File: src/rtl/instruction_fetch_if.sv
// Fetch-stage bus bundle.
// Groups the instruction-memory port, the redirect request from later stages
// and the valid/ready handoff to decode.
//   master : the fetch block (drives imem_addr and the out_* payload)
//   slave  : the environment (memory, redirect source, decode)
// Signals:
//   imem_addr      word address to instruction memory
//   imem_instr     registered read data for the address of the previous edge
//   redirect_valid restart request, redirect_pc is its byte target
//   out_valid/out_ready handshake, out_instr/out_pc/out_pc_plus4 payload
interface instruction_fetch_if;
  logic [31:0] imem_addr;
  logic [31:0] imem_instr;
  logic        redirect_valid;
  logic [31:0] redirect_pc;
  logic        out_valid;
  logic        out_ready;
  logic [31:0] out_instr;
  logic [31:0] out_pc;
  logic [31:0] out_pc_plus4;

  modport master (
    output imem_addr,
    input  imem_instr,
    input  redirect_valid,
    input  redirect_pc,
    output out_valid,
    input  out_ready,
    output out_instr,
    output out_pc,
    output out_pc_plus4
  );

  modport slave (
    input  imem_addr,
    output imem_instr,
    output redirect_valid,
    output redirect_pc,
    input  out_valid,
    output out_ready,
    input  out_instr,
    input  out_pc,
    input  out_pc_plus4
  );
endinterface

File: src/rtl/instruction_fetch.sv
// MIPS fetch stage.
// Owns the program counter, drives the instruction memory word address every
// cycle, captures the data that comes back one edge later and queues
// {instruction, pc} for decode behind a valid/ready handshake.
// Ports:
//   clk    rising-edge clock
//   reset  asynchronous active-high reset
//   bus    instruction_fetch_if.master (memory port, redirect, decode handoff)
// Parameters:
//   RESET_PC  byte address of the first fetch after reset (word aligned)
//   DEPTH     output queue entries, power of two, at least 2
module instruction_fetch #(
  parameter logic [31:0] RESET_PC = 32'h0000_0000,
  parameter int          DEPTH    = 2
) (
  input  logic                clk,
  input  logic                reset,
  instruction_fetch_if.master bus
);

  localparam int PW = $clog2(DEPTH);
  localparam int CW = $clog2(DEPTH + 1);
  localparam logic [CW:0]   DEPTH_OCC = (CW + 1)'(DEPTH);
  localparam logic [CW-1:0] DEPTH_CNT = CW'(DEPTH);

  logic [31:0]   pc;
  logic [31:0]   inflight_pc;
  logic          inflight;
  logic [31:0]   q_instr [DEPTH];
  logic [31:0]   q_pc    [DEPTH];
  logic [PW-1:0] rd_ptr;
  logic [PW-1:0] wr_ptr;
  logic [CW-1:0] count;
  logic          pop;
  logic          push;
  logic          issue;
  logic [CW:0]   occupancy;

  // Memory address is a pure function of the pc register.
  assign bus.imem_addr = {2'b00, pc[31:2]};

  // Decode sees the queue head register only, never the raw memory data.
  assign bus.out_valid    = (count != '0);
  assign bus.out_instr    = q_instr[rd_ptr];
  assign bus.out_pc       = q_pc[rd_ptr];
  assign bus.out_pc_plus4 = q_pc[rd_ptr] + 32'd4;

  // Issue only when the queue can hold every response already owed to it,
  // crediting an entry that decode is taking this same cycle. Because the
  // memory has no enable, the inflight bit is what marks a returning word as
  // one we actually asked for.
  assign pop       = bus.out_valid & bus.out_ready;
  assign push      = inflight & ~bus.redirect_valid;
  assign occupancy = {1'b0, count} + {{CW{1'b0}}, inflight} - {{CW{1'b0}}, pop};
  assign issue     = ~bus.redirect_valid & (occupancy < DEPTH_OCC);

  // PC, in-flight tracking and the circular output queue. A redirect wins
  // over everything: it retargets the pc, forgets the in-flight read and
  // empties the queue, so nothing fetched before it can reach decode.
  always_ff @(posedge clk or posedge reset) begin
    if (reset) begin
      pc          <= RESET_PC;
      inflight    <= 1'b0;
      inflight_pc <= '0;
      rd_ptr      <= '0;
      wr_ptr      <= '0;
      count       <= '0;
      for (int i = 0; i < DEPTH; i++) begin
        q_instr[i] <= '0;
        q_pc[i]    <= '0;
      end
    end else if (bus.redirect_valid) begin
      pc       <= {bus.redirect_pc[31:2], 2'b00};
      inflight <= 1'b0;
      rd_ptr   <= '0;
      wr_ptr   <= '0;
      count    <= '0;
    end else begin
      if (issue) begin
        inflight    <= 1'b1;
        inflight_pc <= pc;
        pc          <= pc + 32'd4;
      end else begin
        inflight <= 1'b0;
      end

      if (push) begin
        q_instr[wr_ptr] <= bus.imem_instr;
        q_pc[wr_ptr]    <= inflight_pc;
        wr_ptr          <= wr_ptr + PW'(1);
      end

      if (pop) begin
        rd_ptr <= rd_ptr + PW'(1);
      end

      if (push && !pop) begin
        count <= count + CW'(1);
      end else if (!push && pop) begin
        count <= count - CW'(1);
      end
    end
  end

  // The issue rule should make a push into a full queue impossible.
  always @(posedge clk) begin
    if (!reset) begin
      assert (!(push && !pop && count == DEPTH_CNT));
    end
  end

endmodule

File: src/flat_wrapper.sv
// flat-port wrapper written by rule: the top's interface ports become plain ports
module instruction_fetch_flat 
#(
  parameter logic [31:0] RESET_PC = 32'h0000_0000,
  parameter int          DEPTH    = 2
)
  (clk, reset, bus_imem_addr, bus_imem_instr, bus_redirect_valid, bus_redirect_pc, bus_out_valid, bus_out_ready, bus_out_instr, bus_out_pc, bus_out_pc_plus4);
  instruction_fetch_if bus_i ();
  input  logic clk;
  input  logic reset;
  output wire logic [$bits(bus_i.imem_addr)-1:0] bus_imem_addr;
  input wire logic [$bits(bus_i.imem_instr)-1:0] bus_imem_instr;
  input wire logic [$bits(bus_i.redirect_valid)-1:0] bus_redirect_valid;
  input wire logic [$bits(bus_i.redirect_pc)-1:0] bus_redirect_pc;
  output wire logic [$bits(bus_i.out_valid)-1:0] bus_out_valid;
  input wire logic [$bits(bus_i.out_ready)-1:0] bus_out_ready;
  output wire logic [$bits(bus_i.out_instr)-1:0] bus_out_instr;
  output wire logic [$bits(bus_i.out_pc)-1:0] bus_out_pc;
  output wire logic [$bits(bus_i.out_pc_plus4)-1:0] bus_out_pc_plus4;
  assign bus_imem_addr = bus_i.imem_addr;
  assign bus_i.imem_instr = bus_imem_instr;
  assign bus_i.redirect_valid = bus_redirect_valid;
  assign bus_i.redirect_pc = bus_redirect_pc;
  assign bus_out_valid = bus_i.out_valid;
  assign bus_i.out_ready = bus_out_ready;
  assign bus_out_instr = bus_i.out_instr;
  assign bus_out_pc = bus_i.out_pc;
  assign bus_out_pc_plus4 = bus_i.out_pc_plus4;
  instruction_fetch #(.RESET_PC(RESET_PC), .DEPTH(DEPTH)) u_core (.clk(clk), .reset(reset), .bus(bus_i));
endmodule
File: config.mk
export PLATFORM = sky130hd
export DESIGN_NAME = instruction_fetch_flat
export DESIGN_NICKNAME = d
export VERILOG_FILES = /design/src/rtl/instruction_fetch_if.sv /design/src/rtl/instruction_fetch.sv /design/src/flat_wrapper.sv
export SDC_FILE = /design/constraint.sdc
export NUM_CORES = 1
export LEC_CHECK = 0
export CORE_ASPECT_RATIO = 1.4
export CORE_UTILIZATION = 49
export DETAILED_ROUTE_END_ITERATION = 10
export PLACE_DENSITY = 0.84
export REMOVE_ABC_BUFFERS = 1
export SETUP_SLACK_MARGIN = 0.4
export SLEW_MARGIN = 20
export SYNTH_ARGS = -nofsm -noshare
export SYNTH_HDL_FRONTEND = slang
export SYNTH_SLANG_ARGS = --single-unit
File: constraint.sdc
create_clock -name clk -period 8.5 [get_ports clk]
set_input_delay 1.275 -clock clk [delete_from_list [all_inputs] [get_ports clk]]
set_output_delay 1.275 -clock clk [all_outputs]
set_load 0.02 [all_outputs]
==> impl_summary.log, run 1 <==
[metrics] proportion of synthesized chip area in sequential cells: 0.515
[metrics] final worst path period share: 0.653
[metrics] cells along the critical path: buf_4, mux2i_1, a211oi_2, nand4_1, nor4_1, xor2_1, clkdlybuf4s50_1
[metrics] kind of end point of the critical path: output port
[metrics] xor-xnor portion of the synthesized cell area: 0.0553
[metrics] total of buffers placed on input and output ports: 188
[metrics] Setup crit start kind: register
[metrics] clock tree root driver cell: sky130_fd_sc_hd__clkbuf_16
[metrics] unrepaired setup endpoints after global routing: false
[metrics] Core Rows: 58
[metrics] clock sink count: 189
[metrics] share of async-settable or async-resettable flops after synthesis: 1.00
[metrics] TritonCTS Buffers: 17
[metrics] sw frac: 0.357
[metrics] worst ir drop on vdd: 212 µV
[metrics] HPWL after detailed placement: 14.3 mm
[metrics] GRT Resource Usage Total: 0.222
[metrics] total die area: 0.0193 mm²
[metrics] Max Buffers Root-to-Sink: 2
[metrics] library cell with the highest instance count after synthesis: sky130_fd_sc_hd__mux2_2
[metrics] maximum fanout along the worst path: 58
[metrics] final wirelength: 20.6 mm
[metrics] maximum capacitance violations: 0
[metrics] unique cell type count in the Yosys netlist: 45
[metrics] Pint: 0.00292 W
[metrics] clock edge transition at the registers on the reported setup and hold paths: 0.07 ns
[metrics] CTS tree: yes
[metrics] Post-Route Setup TNS: 0 ns
[metrics] router iterations before antenna repair: 6
[metrics] count of hold buffers inserted by post-cts repair: 0
[metrics] Post-Place Cell Area: 0.0113 mm²
[metrics] cell types occupying the most area after synthesis: sky130_fd_sc_hd__dfrtp_1 51%, sky130_fd_sc_hd__mux2_2 25%, sky130_fd_sc_hd__xnor2_1 3.9%, sky130_fd_sc_hd__nand2_1 2.5%, sky130_fd_sc_hd__o21ai_0 1.8%
[metrics] Max Fclk: 0.180 GHz
[metrics] LEAKAGE: 4.90 nW
[metrics] DRC violation total after the first TritonRoute iteration: 347
[metrics] antenna-violating nets left: 0
[metrics] required time at the endpoint of the critical path: 7.22 ns
[metrics] min-delay worst type: register to register
[metrics] post-cts sizing count: 0
[metrics] number of flops mapped to enable cells by yosys: 0
[metrics] worst reg2reg path endpoint: u_core.pc[30]
[metrics] Psw: 0.00162 W
[metrics] routed wirelength normalized by instance count: 17.4 µm
[metrics] count of pins over their slew limit: 0
[metrics] chip height: 164 µm
[metrics] leading post-synthesis cells by instance count: 206 x sky130_fd_sc_hd__mux2_2, 189 x sky130_fd_sc_hd__dfrtp_1, 62 x sky130_fd_sc_hd__nand2_1
[metrics] Comb pwr share: 0.459
[metrics] average cell area after synthesis: 12.1 µm²
[metrics] share of the core filled with cells in the final layout: 0.658
[metrics] Critical Setup Path Class: register to output port
[metrics] worst reg-to-reg path cell count: 11
[metrics] endpoints failing setup: 0
[metrics] total power: 0.00455 W
[metrics] slew at the pin with the worst max-slew slack: 1.01 ns
[metrics] routability congestion estimate from global placement: 0.788
[metrics] synthesis warning total: 0
[metrics] share of final-layout standard cells stronger than drive strength 1: 0.272
[metrics] synthesized cell area: 0.00919 mm²
[metrics] Fin Clk Skew: 0.0100 ns
[metrics] count of endpoints failing hold in the final timing report: 0
[metrics] buffers inserted by post-CTS timing repair: 0
[metrics] wire length of the first global-routing pass: 33.7 mm
[metrics] Flop pwr share: 0.350
[metrics] fraction of power consumed by the clock network: 0.191
[metrics] Simple-Gate Fraction of Synth Area: 0.0982
[metrics] time the final worst path needs with I/O delays and setup: 5.55 ns
[metrics] relative slew slack: 0.327
[metrics] cell count of the worst hold path: 1
[metrics] fraction of synthesized area in multiplexers: 0.262
[metrics] Placed Instances: 1,155
[metrics] synthesized netlist cell count: 758
[metrics] count of H-tree levels built during CTS: 4
[metrics] Top FF cell, synth: sky130_fd_sc_hd__dfrtp_1
[metrics] CP arrival: 4.28 ns
[metrics] routed vias/inst: 5.45
[metrics] via count of the routed design: 6,474
[metrics] status: complete, no violations
[metrics] critical path's slowest cell: sky130_fd_sc_hd__dfrtp_4
[metrics] final-stage net count: 1,007
[metrics] Synth Area in Adders: 0.00627
[metrics] P per Cell Area: 381 mW/mm²
[metrics] main combinational cell family by area after synthesis: multiplexers
[metrics] count of inserted antenna diode cells: 0
[metrics] Yosys top cell area share: 0.515
[metrics] core box area: 0.0181 mm²
[metrics] worst flop-to-flop path startpoint: u_core.count[1]
[metrics] Top-Level Pins: 197
[metrics] GRT overflow: 0
[metrics] final instance count without filler cells: 1,188
[metrics] compound-gate portion of the synthesized area: 0.0335
[metrics] Area Overhead vs Synth: 30.0%
[metrics] Skew-Pair Late Insertion Delay: 0.43 ns
[metrics] vias in the first global route: 6,596
[metrics] largest net degree at the start of global routing: 109
[metrics] Die W: 118 µm
[metrics] Largest stage delay, worst path: 0.71 ns
[metrics] post-route cell area: 0.0119 mm²
[metrics] DRC violations left: 0
[metrics] cell taking the most area after synthesis: sky130_fd_sc_hd__dfrtp_1
[metrics] initial standard-cell utilization of the core: 0.506
[metrics] antenna violations before repair: 0
[metrics] hold endpoint: u_core.q_instr[26]
[metrics] Register-to-Register Setup Slack: 4.94 ns
[metrics] hold wc startpoint: u_core.q_instr[26]
[metrics] number of register bits inferred by synthesis: 189
[cell families after synthesis]
logic type,Yosys count
AO/OA/AOI/OAI,54
XOR/XNOR,58
adder cells (fa/ha/maj),4
buffers and inverters,61
flip-flops,189
multiplexers,215
other,1
AND/OR/NAND/NOR,176
[cell usage in the layout (no fill, tap or decap), types with 2 or more instances in the layout]
cell type,synthesis,final
sky130_fd_sc_hd__a21oi_1,7,7
sky130_fd_sc_hd__a22oi_1,2,2
sky130_fd_sc_hd__a31oi_1,4,4
sky130_fd_sc_hd__a32o_1,2,2
sky130_fd_sc_hd__and3_1,3,3
sky130_fd_sc_hd__and4_1,6,6
sky130_fd_sc_hd__buf_4,8,6
sky130_fd_sc_hd__bufinv_16,0,4
sky130_fd_sc_hd__clkbuf_16,0,17
sky130_fd_sc_hd__clkdlybuf4s50_1,0,187
sky130_fd_sc_hd__conb_1,1,6
sky130_fd_sc_hd__dfrtp_1,189,188
sky130_fd_sc_hd__ha_1,3,3
sky130_fd_sc_hd__inv_1,19,18
sky130_fd_sc_hd__inv_6,0,5
sky130_fd_sc_hd__inv_8,0,3
sky130_fd_sc_hd__mux2_2,206,206
sky130_fd_sc_hd__mux2i_1,9,9
sky130_fd_sc_hd__nand2_1,62,62
sky130_fd_sc_hd__nand2b_1,3,3
sky130_fd_sc_hd__nand3_1,26,25
sky130_fd_sc_hd__nand3b_1,3,3
sky130_fd_sc_hd__nand4_1,12,12
sky130_fd_sc_hd__nand4b_1,4,4
sky130_fd_sc_hd__nor2_1,20,20
sky130_fd_sc_hd__nor2b_1,5,5
sky130_fd_sc_hd__nor3_1,15,13
sky130_fd_sc_hd__nor3_2,0,2
sky130_fd_sc_hd__nor4_1,7,7
sky130_fd_sc_hd__o21ai_0,33,33
sky130_fd_sc_hd__or2_2,2,2
sky130_fd_sc_hd__xnor2_1,41,41
sky130_fd_sc_hd__xor2_1,17,17
[state kept, by name, summed over array words and instances, names as in the netlist]
name and count:
u_core.count 2, u_core.pc 30, u_core.inflight 1, u_core.rd_ptr 1, u_core.q_pc 60, u_core.inflight_pc 30
u_core.wr_ptr 1, u_core.q_instr 64
[power by group through the flow]
stage                     combinational, W  sequential [W]  clock (W)
after floorplan                    0.00131         0.00154          0
after global placement             0.00206         0.00158          0
after detailed placement           0.00210         0.00160          0
after CTS                          0.00211         0.00158   0.000886
after global routing               0.00222         0.00165   0.000930
final                              0.00209         0.00159   0.000868
[routing by layer]
metal  track usage  share of wire  wire length [µm]  up-vias
li1              -              -                 -     3029
met1         0.260           0.41              8380     3230
met2         0.398           0.53             10800      172
met3        0.0347          0.034               699       43
met4         0.108          0.035               718        0
met5             0              0                 0        -
[stage by stage]
step	hold WS [ns]	setup slack, ns
after global placement	0.481	3.44
after detailed placement	0.488	3.37
after floorplan	0.473	2.08
after global routing	0.523	2.65
after CTS	0.504	2.89
final	0.503	2.95
[worst max-delay path: cells and delay by family, from the launching register on]
kind / cells / cell delay (ns)
mux: 1 / 0.22
xor+xnor: 1 / 0.18
buf+inv: 2 / 1.29
simple gates: 2 / 0.99
flops: 1 / 0.71
compound gates: 1 / 0.43
[area by class of cell]
| cell class | count | area, µm² |
|---|---|---|
| clock inverter | 15 | 224 |
| multi-input combinational | 513 | 4230 |
| clock buffer | 17 | 425 |
| sequential | 189 | 4730 |
| timing repair buffer | 195 | 1950 |
| inverter | 19 | 78.8 |
| tap | 240 | 300 |
| fill | 1386 | 6200 |
[worst max path at each step]
stage | endpoint | from | slack (ns) | depth (start not counted)
6_report | bus_out_pc_plus4[31] | u_core.rd_ptr | 2.95 | 7
2_1_floorplan | u_core.count[0] | reset | 2.08 | 1
4_1_cts | bus_out_pc_plus4[31] | u_core.rd_ptr | 2.89 | 7
3_5_place_dp | bus_out_pc_plus4[31] | u_core.rd_ptr | 3.37 | 7
3_3_place_gp | bus_out_pc_plus4[31] | u_core.rd_ptr | 3.44 | 7
5_1_grt | bus_out_pc_plus4[31] | u_core.rd_ptr | 2.65 | 7
No activity file was read; power rests on OpenSTA's default activity.
==> run 2: changes to the inputs <==
==> constraint.sdc (replaced) <==
create_clock -name clk -period 5.5 [get_ports clk]
set_input_delay 0.825 -clock clk [delete_from_list [all_inputs] [get_ports clk]]
set_output_delay 0.825 -clock clk [all_outputs]
set_load 0.02 [all_outputs]
==> run 2 against run 1 <==
Against the previous run:
- count of clock-buffer cells in the layout grew 3
- power increased by 53%
- cell count up 0.25%
- clock power grew 47%
- critical path type unchanged
- utilization decreased by 0.17 points
- highest routed layer unchanged
==> impl_summary.log, run 2 (synthesized netlist as in run 1, its figures left out) <==
[metrics] final worst path period share: 0.851
[metrics] chip height: 164 µm (unchanged)
[metrics] total power: 0.00696 W (was 0.00455 W)
[metrics] DRC violation total after the first TritonRoute iteration: 291 (was 347)
[metrics] CP delay by family, top: buffers and inverters (unchanged)
[metrics] post-cts sizing count: 0 (unchanged)
[metrics] launch point of the critical path: u_core.rd_ptr (unchanged)
[metrics] Setup crit start kind: register (unchanged)
[metrics] Max Fclk: 0.214 GHz
[metrics] via count of the routed design: 6,446 (was 6,474)
[metrics] highest-count cells in the layout ignoring fill and taps: 206 x sky130_fd_sc_hd__mux2_2, 188 x sky130_fd_sc_hd__dfrtp_1, 187 x sky130_fd_sc_hd__clkdlybuf4s50_1, 62 x sky130_fd_sc_hd__nand2_1, 41 x sky130_fd_sc_hd__xnor2_1 (unchanged)
[metrics] routed vias/inst: 5.41 (was 5.45)
[metrics] time the final worst path needs with I/O delays and setup: 4.68 ns
[metrics] Fin Clk Skew: 0.00777 ns (was 0.0100 ns)
[metrics] register containing the most flip-flops in the final layout: u_core.q_instr (unchanged)
[metrics] antenna-violating nets left: 0 (unchanged)
[metrics] kind of end point of the critical path: output port (unchanged)
[metrics] Max Buffers Root-to-Sink: 2 (unchanged)
[metrics] status: complete, no violations (unchanged)
[metrics] HPWL after detailed placement: 14.7 mm (was 14.3 mm)
[metrics] count of inserted antenna diode cells: 0 (unchanged)
[metrics] Top-Level Pins: 197 (unchanged)
[metrics] worst ir drop on vdd: 255 µV (was 212 µV)
[metrics] Largest stage delay, worst path: 0.73 ns (was 0.71 ns)
[metrics] LEAKAGE: 4.90 nW (about the same)
[metrics] fill cell count: 1,396 (was 1,386)
[metrics] cells along the critical path: buf_4, mux2i_1, a21oi_1, nand3_1, nor4_1, xor2_1, clkdlybuf4s50_1 (was buf_4, mux2i_1, a211oi_2, nand4_1, nor4_1, xor2_1, clkdlybuf4s50_1)
[metrics] clock tree root driver cell: sky130_fd_sc_hd__clkbuf_16 (unchanged)
[metrics] GRT overflow: 0 (unchanged)
[metrics] Critical Setup Path Class: register to output port (unchanged)
[metrics] endpoints failing setup: 0 (unchanged)
[metrics] required time at the endpoint of the critical path: 4.68 ns (was 7.22 ns)
[metrics] CTS tree: yes (unchanged)
[metrics] worst setup path end: bus_out_pc_plus4[31] (unchanged)
[metrics] routability congestion estimate from global placement: 0.801 (was 0.788)
[metrics] DRC violations left: 0 (unchanged)
[metrics] initial standard-cell utilization of the core: 0.506 (unchanged)
[metrics] clock edge transition at the registers on the reported setup and hold paths: 0.07 ns (about the same)
[metrics] core box area: 0.0181 mm² (unchanged)
[metrics] routed wirelength normalized by instance count: 17.6 µm (was 17.4 µm)
[metrics] Area Overhead vs Synth: 29.7% (was 30.0%)
[metrics] min-delay worst type: register to register (unchanged)
[metrics] share of final-layout standard cells stronger than drive strength 1: 0.273 (was 0.272)
[metrics] P per Cell Area: 584 mW/mm² (was 381 mW/mm²)
[metrics] commonest non-fill, non-tap cell in the layout: sky130_fd_sc_hd__mux2_2 (unchanged)
[metrics] unrepaired setup endpoints after global routing: false (unchanged)
[metrics] TritonCTS Buffers: 17 (unchanged)
[metrics] number of flip-flops under the largest register name: 64 (unchanged)
[metrics] total die area: 0.0193 mm² (unchanged)
[metrics] hold wc startpoint: u_core.q_instr[61] (was u_core.q_instr[26])
[metrics] Register-to-Register Setup Slack: 2.06 ns (was 4.94 ns)
[metrics] CP arrival: 3.85 ns (was 4.28 ns)
[metrics] slew at the pin with the worst max-slew slack: 1.02 ns (was 1.01 ns)
[metrics] combined buffer and inverter count along the critical path: 2 (unchanged)
[metrics] worst reg-to-reg path cell count: 9 (was 11)
[metrics] count of endpoints failing hold in the final timing report: 0 (unchanged)
[metrics] critical path's slowest cell: sky130_fd_sc_hd__dfrtp_4 (unchanged)
[metrics] vias in the first global route: 6,628 (was 6,596)
[metrics] Post-Route Setup TNS: 0 ns (unchanged)
[metrics] relative slew slack: 0.321 (was 0.327)
[metrics] Top Registers: u_core.q_instr: 64 flops, u_core.q_pc: 60 flops (unchanged)
[metrics] largest net degree at the start of global routing: 109 (unchanged)
[metrics] worst flop-to-flop path startpoint: u_core.count[1] (unchanged)
[metrics] number of cells on the critical path: 7 (unchanged)
[metrics] count of H-tree levels built during CTS: 4 (unchanged)
[metrics] count of hold buffers inserted by post-cts repair: 0 (unchanged)
[metrics] GRT Resource Usage Total: 0.224 (was 0.222)
[metrics] Core Rows: 58 (unchanged)
[metrics] Die W: 118 µm (unchanged)
[metrics] router iterations before antenna repair: 4 (was 6)
[metrics] antenna violations before repair: 0 (unchanged)
[metrics] maximum capacitance violations: 0 (unchanged)
[metrics] maximum fanout along the worst path: 56 (was 58)
[metrics] final wirelength: 21.0 mm (was 20.6 mm)
[metrics] clock sink count: 189 (unchanged)
[metrics] wire length of the first global-routing pass: 33.9 mm (was 33.7 mm)
[metrics] count of pins over their slew limit: 0 (unchanged)
[metrics] buffers inserted by post-CTS timing repair: 0 (unchanged)
[metrics] worst reg2reg path endpoint: u_core.inflight_pc[23] (was u_core.pc[30])
[metrics] Skew-Pair Late Insertion Delay: 0.42 ns (was 0.43 ns)
[metrics] total of buffers placed on input and output ports: 188 (unchanged)
[metrics] final-stage net count: 1,010 (was 1,007)
[run 2: stage by stage]
step	hold WS, ns	setup slack, ns	std cells	utilization	instance area [µm²]
final	0.502	0.821	1191	0.656	11900
after global routing	0.513	0.628	1191	0.656	11900
after CTS	0.503	0.817	1191	0.656	11900
after detailed placement	0.487	1.29	1159	0.623	11300
after global placement	0.481	1.32	1159	0.623	11300
after floorplan	0.473	-0.467	721	-	9010
[run 2: layout make-up]
| type | instances | area (µm²) | share of cell area |
|---|---|---|---|
| Clock inverter | 12 | 159 | 0.0133 |
| Sequential cell | 189 | 4730 | 0.397 |
| Multi-Input combinational cell | 513 | 4230 | 0.355 |
| Inverter | 19 | 78.8 | 0.00662 |
| Clock buffer | 20 | 457 | 0.0383 |
| Tap cell | 240 | 300 | 0.0252 |
| Timing Repair Buffer | 198 | 1950 | 0.164 |
[run 2: worst min-delay path by stage]
stage	depth (start not counted)	slack, ns	endpoint
floorplan	1	0.47	u_core.q_pc[58]
global placement	1	0.48	u_core.q_instr[14]
global route	1	0.51	u_core.q_instr[57]
finish	1	0.50	u_core.q_instr[61]
CTS	1	0.50	u_core.q_pc[58]
detailed placement	1	0.49	u_core.q_instr[28]
[run 2: power breakdown]
group          switching, W  internal, W
Combinational       0.00148      0.00174
Sequential         0.000464      0.00200
Clock              0.000529     0.000746
[run 2: per-layer routing]
layer / part of all wire / vias to the layer above / global-route usage
met5: 0 / - / 0
met4: 0.030 / 0 / 0.104
met3: 0.037 / 37 / 0.0323
met2: 0.53 / 182 / 0.407
met1: 0.40 / 3197 / 0.260
li1: - / 3030 / -
==> run 3: changes to the inputs <==
--- a/config.mk
+++ b/config.mk
@@ -5,7 +5,6 @@
 export SDC_FILE = /design/constraint.sdc
 export NUM_CORES = 1
 export LEC_CHECK = 0
-export CORE_ASPECT_RATIO = 1.4
 export CORE_UTILIZATION = 49
 export DETAILED_ROUTE_END_ITERATION = 10
 export PLACE_DENSITY = 0.84
==> run 3 against run 2 <==
Against the previous run:
- the flow now finishes with violations (design-rule violations)
- die area barely moved
- sequential share of layout area up 0.13 points
- cell count decreased by 1.1%
- critical path depth stayed put
- global-route usage rose by 0.21 points
- power decreased by 0.39%
- count of clock-buffer cells in the layout shrank 3
- critical path type unchanged
- critical endpoint unchanged
- largest power group unchanged
==> impl_summary.log, run 3 (synthesized netlist as in run 1, its figures left out) <==
[metrics] status: finished with violations (was complete, no violations)
[metrics] failing checks: design-rule violations
[metrics] Top Registers: u_core.q_instr: 64 flops, u_core.q_pc: 60 flops (unchanged)
[metrics] required time at the endpoint of the critical path: 4.68 ns (about the same)
[metrics] core box area: 0.0181 mm² (about the same)
[metrics] launch point of the critical path: u_core.rd_ptr (unchanged)
[metrics] Area Overhead vs Synth: 29.3% (was 29.7%)
[metrics] share of final-layout standard cells stronger than drive strength 1: 0.273 (about the same)
[metrics] count of pins over their slew limit: 0 (unchanged)
[metrics] Setup crit start kind: register (unchanged)
[metrics] worst reg2reg path endpoint: u_core.pc[30] (was u_core.inflight_pc[23])
[metrics] relative slew slack: 0.340 (was 0.321)
[metrics] worst ir drop on vdd: 262 µV (was 255 µV)
[metrics] fraction of power consumed by the clock network: 0.182 (was 0.183)
[metrics] count of endpoints failing hold in the final timing report: 0 (unchanged)
[metrics] unrepaired setup endpoints after global routing: false (unchanged)
[metrics] min-delay worst type: register to register (unchanged)
[metrics] router iterations before antenna repair: 10 (was 4)
[metrics] final worst path period share: 0.844 (was 0.851)
[metrics] vias in the first global route: 6,652 (was 6,628)
[metrics] number of flip-flops under the largest register name: 64 (unchanged)
[metrics] Die W: 139 µm (was 118 µm)
[metrics] Placed Instances: 1,146 (was 1,159)
[metrics] CP arrival: 3.82 ns (was 3.85 ns)
[metrics] slew at the pin with the worst max-slew slack: 0.990 ns (was 1.02 ns)
[metrics] maximum capacitance violations: 0 (unchanged)
[metrics] Flop pwr share: 0.355 (was 0.354)
[metrics] largest net degree at the start of global routing: 158 (was 109)
[metrics] Comb pwr share: 0.463 (about the same)
[metrics] routed vias/inst: 5.39 (was 5.41)
[metrics] antenna-violating nets left: 0 (unchanged)
[metrics] highest-count cells in the layout ignoring fill and taps: 206 x sky130_fd_sc_hd__mux2_2, 188 x sky130_fd_sc_hd__dfrtp_1, 187 x sky130_fd_sc_hd__clkdlybuf4s50_1, 62 x sky130_fd_sc_hd__nand2_1, 41 x sky130_fd_sc_hd__xnor2_1 (unchanged)
[metrics] P per Cell Area: 584 mW/mm² (about the same)
[metrics] Core Rows: 49 (was 58)
[metrics] kind of end point of the critical path: output port (unchanged)
[metrics] Max Buffers Root-to-Sink: 2 (unchanged)
[metrics] final instance count without filler cells: 1,178 (was 1,191)
[metrics] total die area: 0.0193 mm² (about the same)
[metrics] Critical Setup Path Class: register to output port (unchanged)
[metrics] Skew-Pair Late Insertion Delay: 0.43 ns (was 0.42 ns)
[metrics] sw frac: 0.362 (was 0.355)
[metrics] chip height: 139 µm (was 164 µm)
[metrics] post-cts sizing count: 0 (unchanged)
[metrics] total of buffers placed on input and output ports: 188 (unchanged)
[metrics] CTS tree: yes (unchanged)
[metrics] worst flop-to-flop path startpoint: u_core.count[0] (was u_core.count[1])
[metrics] setup slack after layout: 0.858 ns (was 0.821 ns)
[metrics] maximum fanout along the worst path: 57 (was 56)
[metrics] clock tree root driver cell: sky130_fd_sc_hd__clkbuf_16 (unchanged)
[metrics] via count of the routed design: 6,354 (was 6,446)
[metrics] commonest non-fill, non-tap cell in the layout: sky130_fd_sc_hd__mux2_2 (unchanged)
[metrics] DRC violation total after the first TritonRoute iteration: 369 (was 291)
[metrics] antenna violations before repair: 0 (unchanged)
[metrics] count of H-tree levels built during CTS: 4 (unchanged)
[metrics] GRT Resource Usage Total: 0.226 (was 0.224)
[metrics] clock edge transition at the registers on the reported setup and hold paths: 0.07 ns (about the same)
[metrics] Fin Clk Skew: 0.00699 ns (was 0.00777 ns)
[metrics] time the final worst path needs with I/O delays and setup: 4.64 ns (was 4.68 ns)
[metrics] LEAKAGE: 4.88 nW (was 4.90 nW)
[metrics] buffers inserted by post-CTS timing repair: 0 (unchanged)
[metrics] share of the core filled with cells in the final layout: 0.654 (was 0.656)
[metrics] clock sink count: 189 (unchanged)
[metrics] Post-Route Setup TNS: 0 ns (unchanged)
[metrics] Psw: 0.00251 W (was 0.00247 W)
[metrics] endpoints failing setup: 0 (unchanged)
[metrics] routed wirelength normalized by instance count: 17.4 µm (was 17.6 µm)
[metrics] GRT overflow: 0 (unchanged)
[metrics] final wirelength: 20.5 mm (was 21.0 mm)
[metrics] TritonCTS Buffers: 17 (unchanged)
[metrics] Pint: 0.00443 W (was 0.00449 W)
[metrics] DRC violations left: 12 (was 0)
[metrics] hold endpoint: u_core.q_instr[30] (was u_core.q_instr[61])
[metrics] HPWL after detailed placement: 14.3 mm (was 14.7 mm)
[metrics] count of inserted antenna diode cells: 0 (unchanged)
[metrics] Register-to-Register Setup Slack: 1.89 ns (was 2.06 ns)
[metrics] cell count of the worst hold path: 1 (unchanged)
[metrics] final-stage net count: 1,008 (was 1,010)
[metrics] Top-Level Pins: 197 (unchanged)
[metrics] hold wc startpoint: u_core.q_instr[30] (was u_core.q_instr[61])
[metrics] worst setup slack after placement: 1.23 ns (was 1.29 ns)
[metrics] Max Fclk: 0.215 GHz (was 0.214 GHz)
[metrics] routability congestion estimate from global placement: 0.814 (was 0.801)
[metrics] count of hold buffers inserted by post-cts repair: 0 (unchanged)
[metrics] wire length of the first global-routing pass: 34.5 mm (was 33.9 mm)
[metrics] initial standard-cell utilization of the core: 0.506 (about the same)
[metrics] register containing the most flip-flops in the final layout: u_core.q_instr (unchanged)
[metrics] worst reg-to-reg path cell count: 11 (was 9)
run 3: final cells by class:
class	count	area, µm²
sequential	189	4730
timing repair buffer	196	1940
clock buffer	17	425
tap	229	287
clock inverter	15	176
multi-input combinational	513	4230
fill	1423	6270
inverter	19	83.8
run 3: worst max path at each step:
stage	end	slack, ns	depth (start not counted)
floorplan	u_core.count[0]	-0.47	1
global placement	bus_out_pc_plus4[31]	1.28	7
detailed placement	bus_out_pc_plus4[31]	1.23	7
CTS	bus_out_pc_plus4[31]	0.77	7
global route	bus_out_pc_plus4[31]	0.57	7
finish	bus_out_pc_plus4[31]	0.86	7
run 3: stage by stage:
stage	area [µm²]	hold slack, ns	total power, W
global route	11900	0.520	0.00732
detailed placement	11300	0.487	0.00572
global placement	11300	0.481	0.00561
finish	11900	0.501	0.00693
CTS	11900	0.504	0.00699
floorplan	9010	0.473	0.00441
run 3: power groups by stage:
stage / combinational [W] / sequential [W] / clock [W]
after floorplan: 0.00203 / 0.00238 / 0
after global placement: 0.00317 / 0.00244 / 0
after detailed placement: 0.00324 / 0.00249 / 0
after CTS: 0.00325 / 0.00246 / 0.00128
after global routing: 0.00343 / 0.00255 / 0.00134
final: 0.00321 / 0.00246 / 0.00126
run 3: worst max-delay path: stages, from the launching register on:
cell and delay (ns):
sky130_fd_sc_hd__dfrtp_4 0.73, sky130_fd_sc_hd__buf_4 0.65, sky130_fd_sc_hd__mux2i_1 0.27, sky130_fd_sc_hd__a21oi_1 0.36
sky130_fd_sc_hd__nand3_1 0.16, sky130_fd_sc_hd__nor4_1 0.39, sky130_fd_sc_hd__xor2_1 0.18, sky130_fd_sc_hd__clkdlybuf4s50_1 0.62
run 3: per-layer routing:
layer,GRT usage,share of wire
met5,0,0
met4,0.0743,0.015
met3,0.0390,0.047
met2,0.386,0.50
met1,0.292,0.44
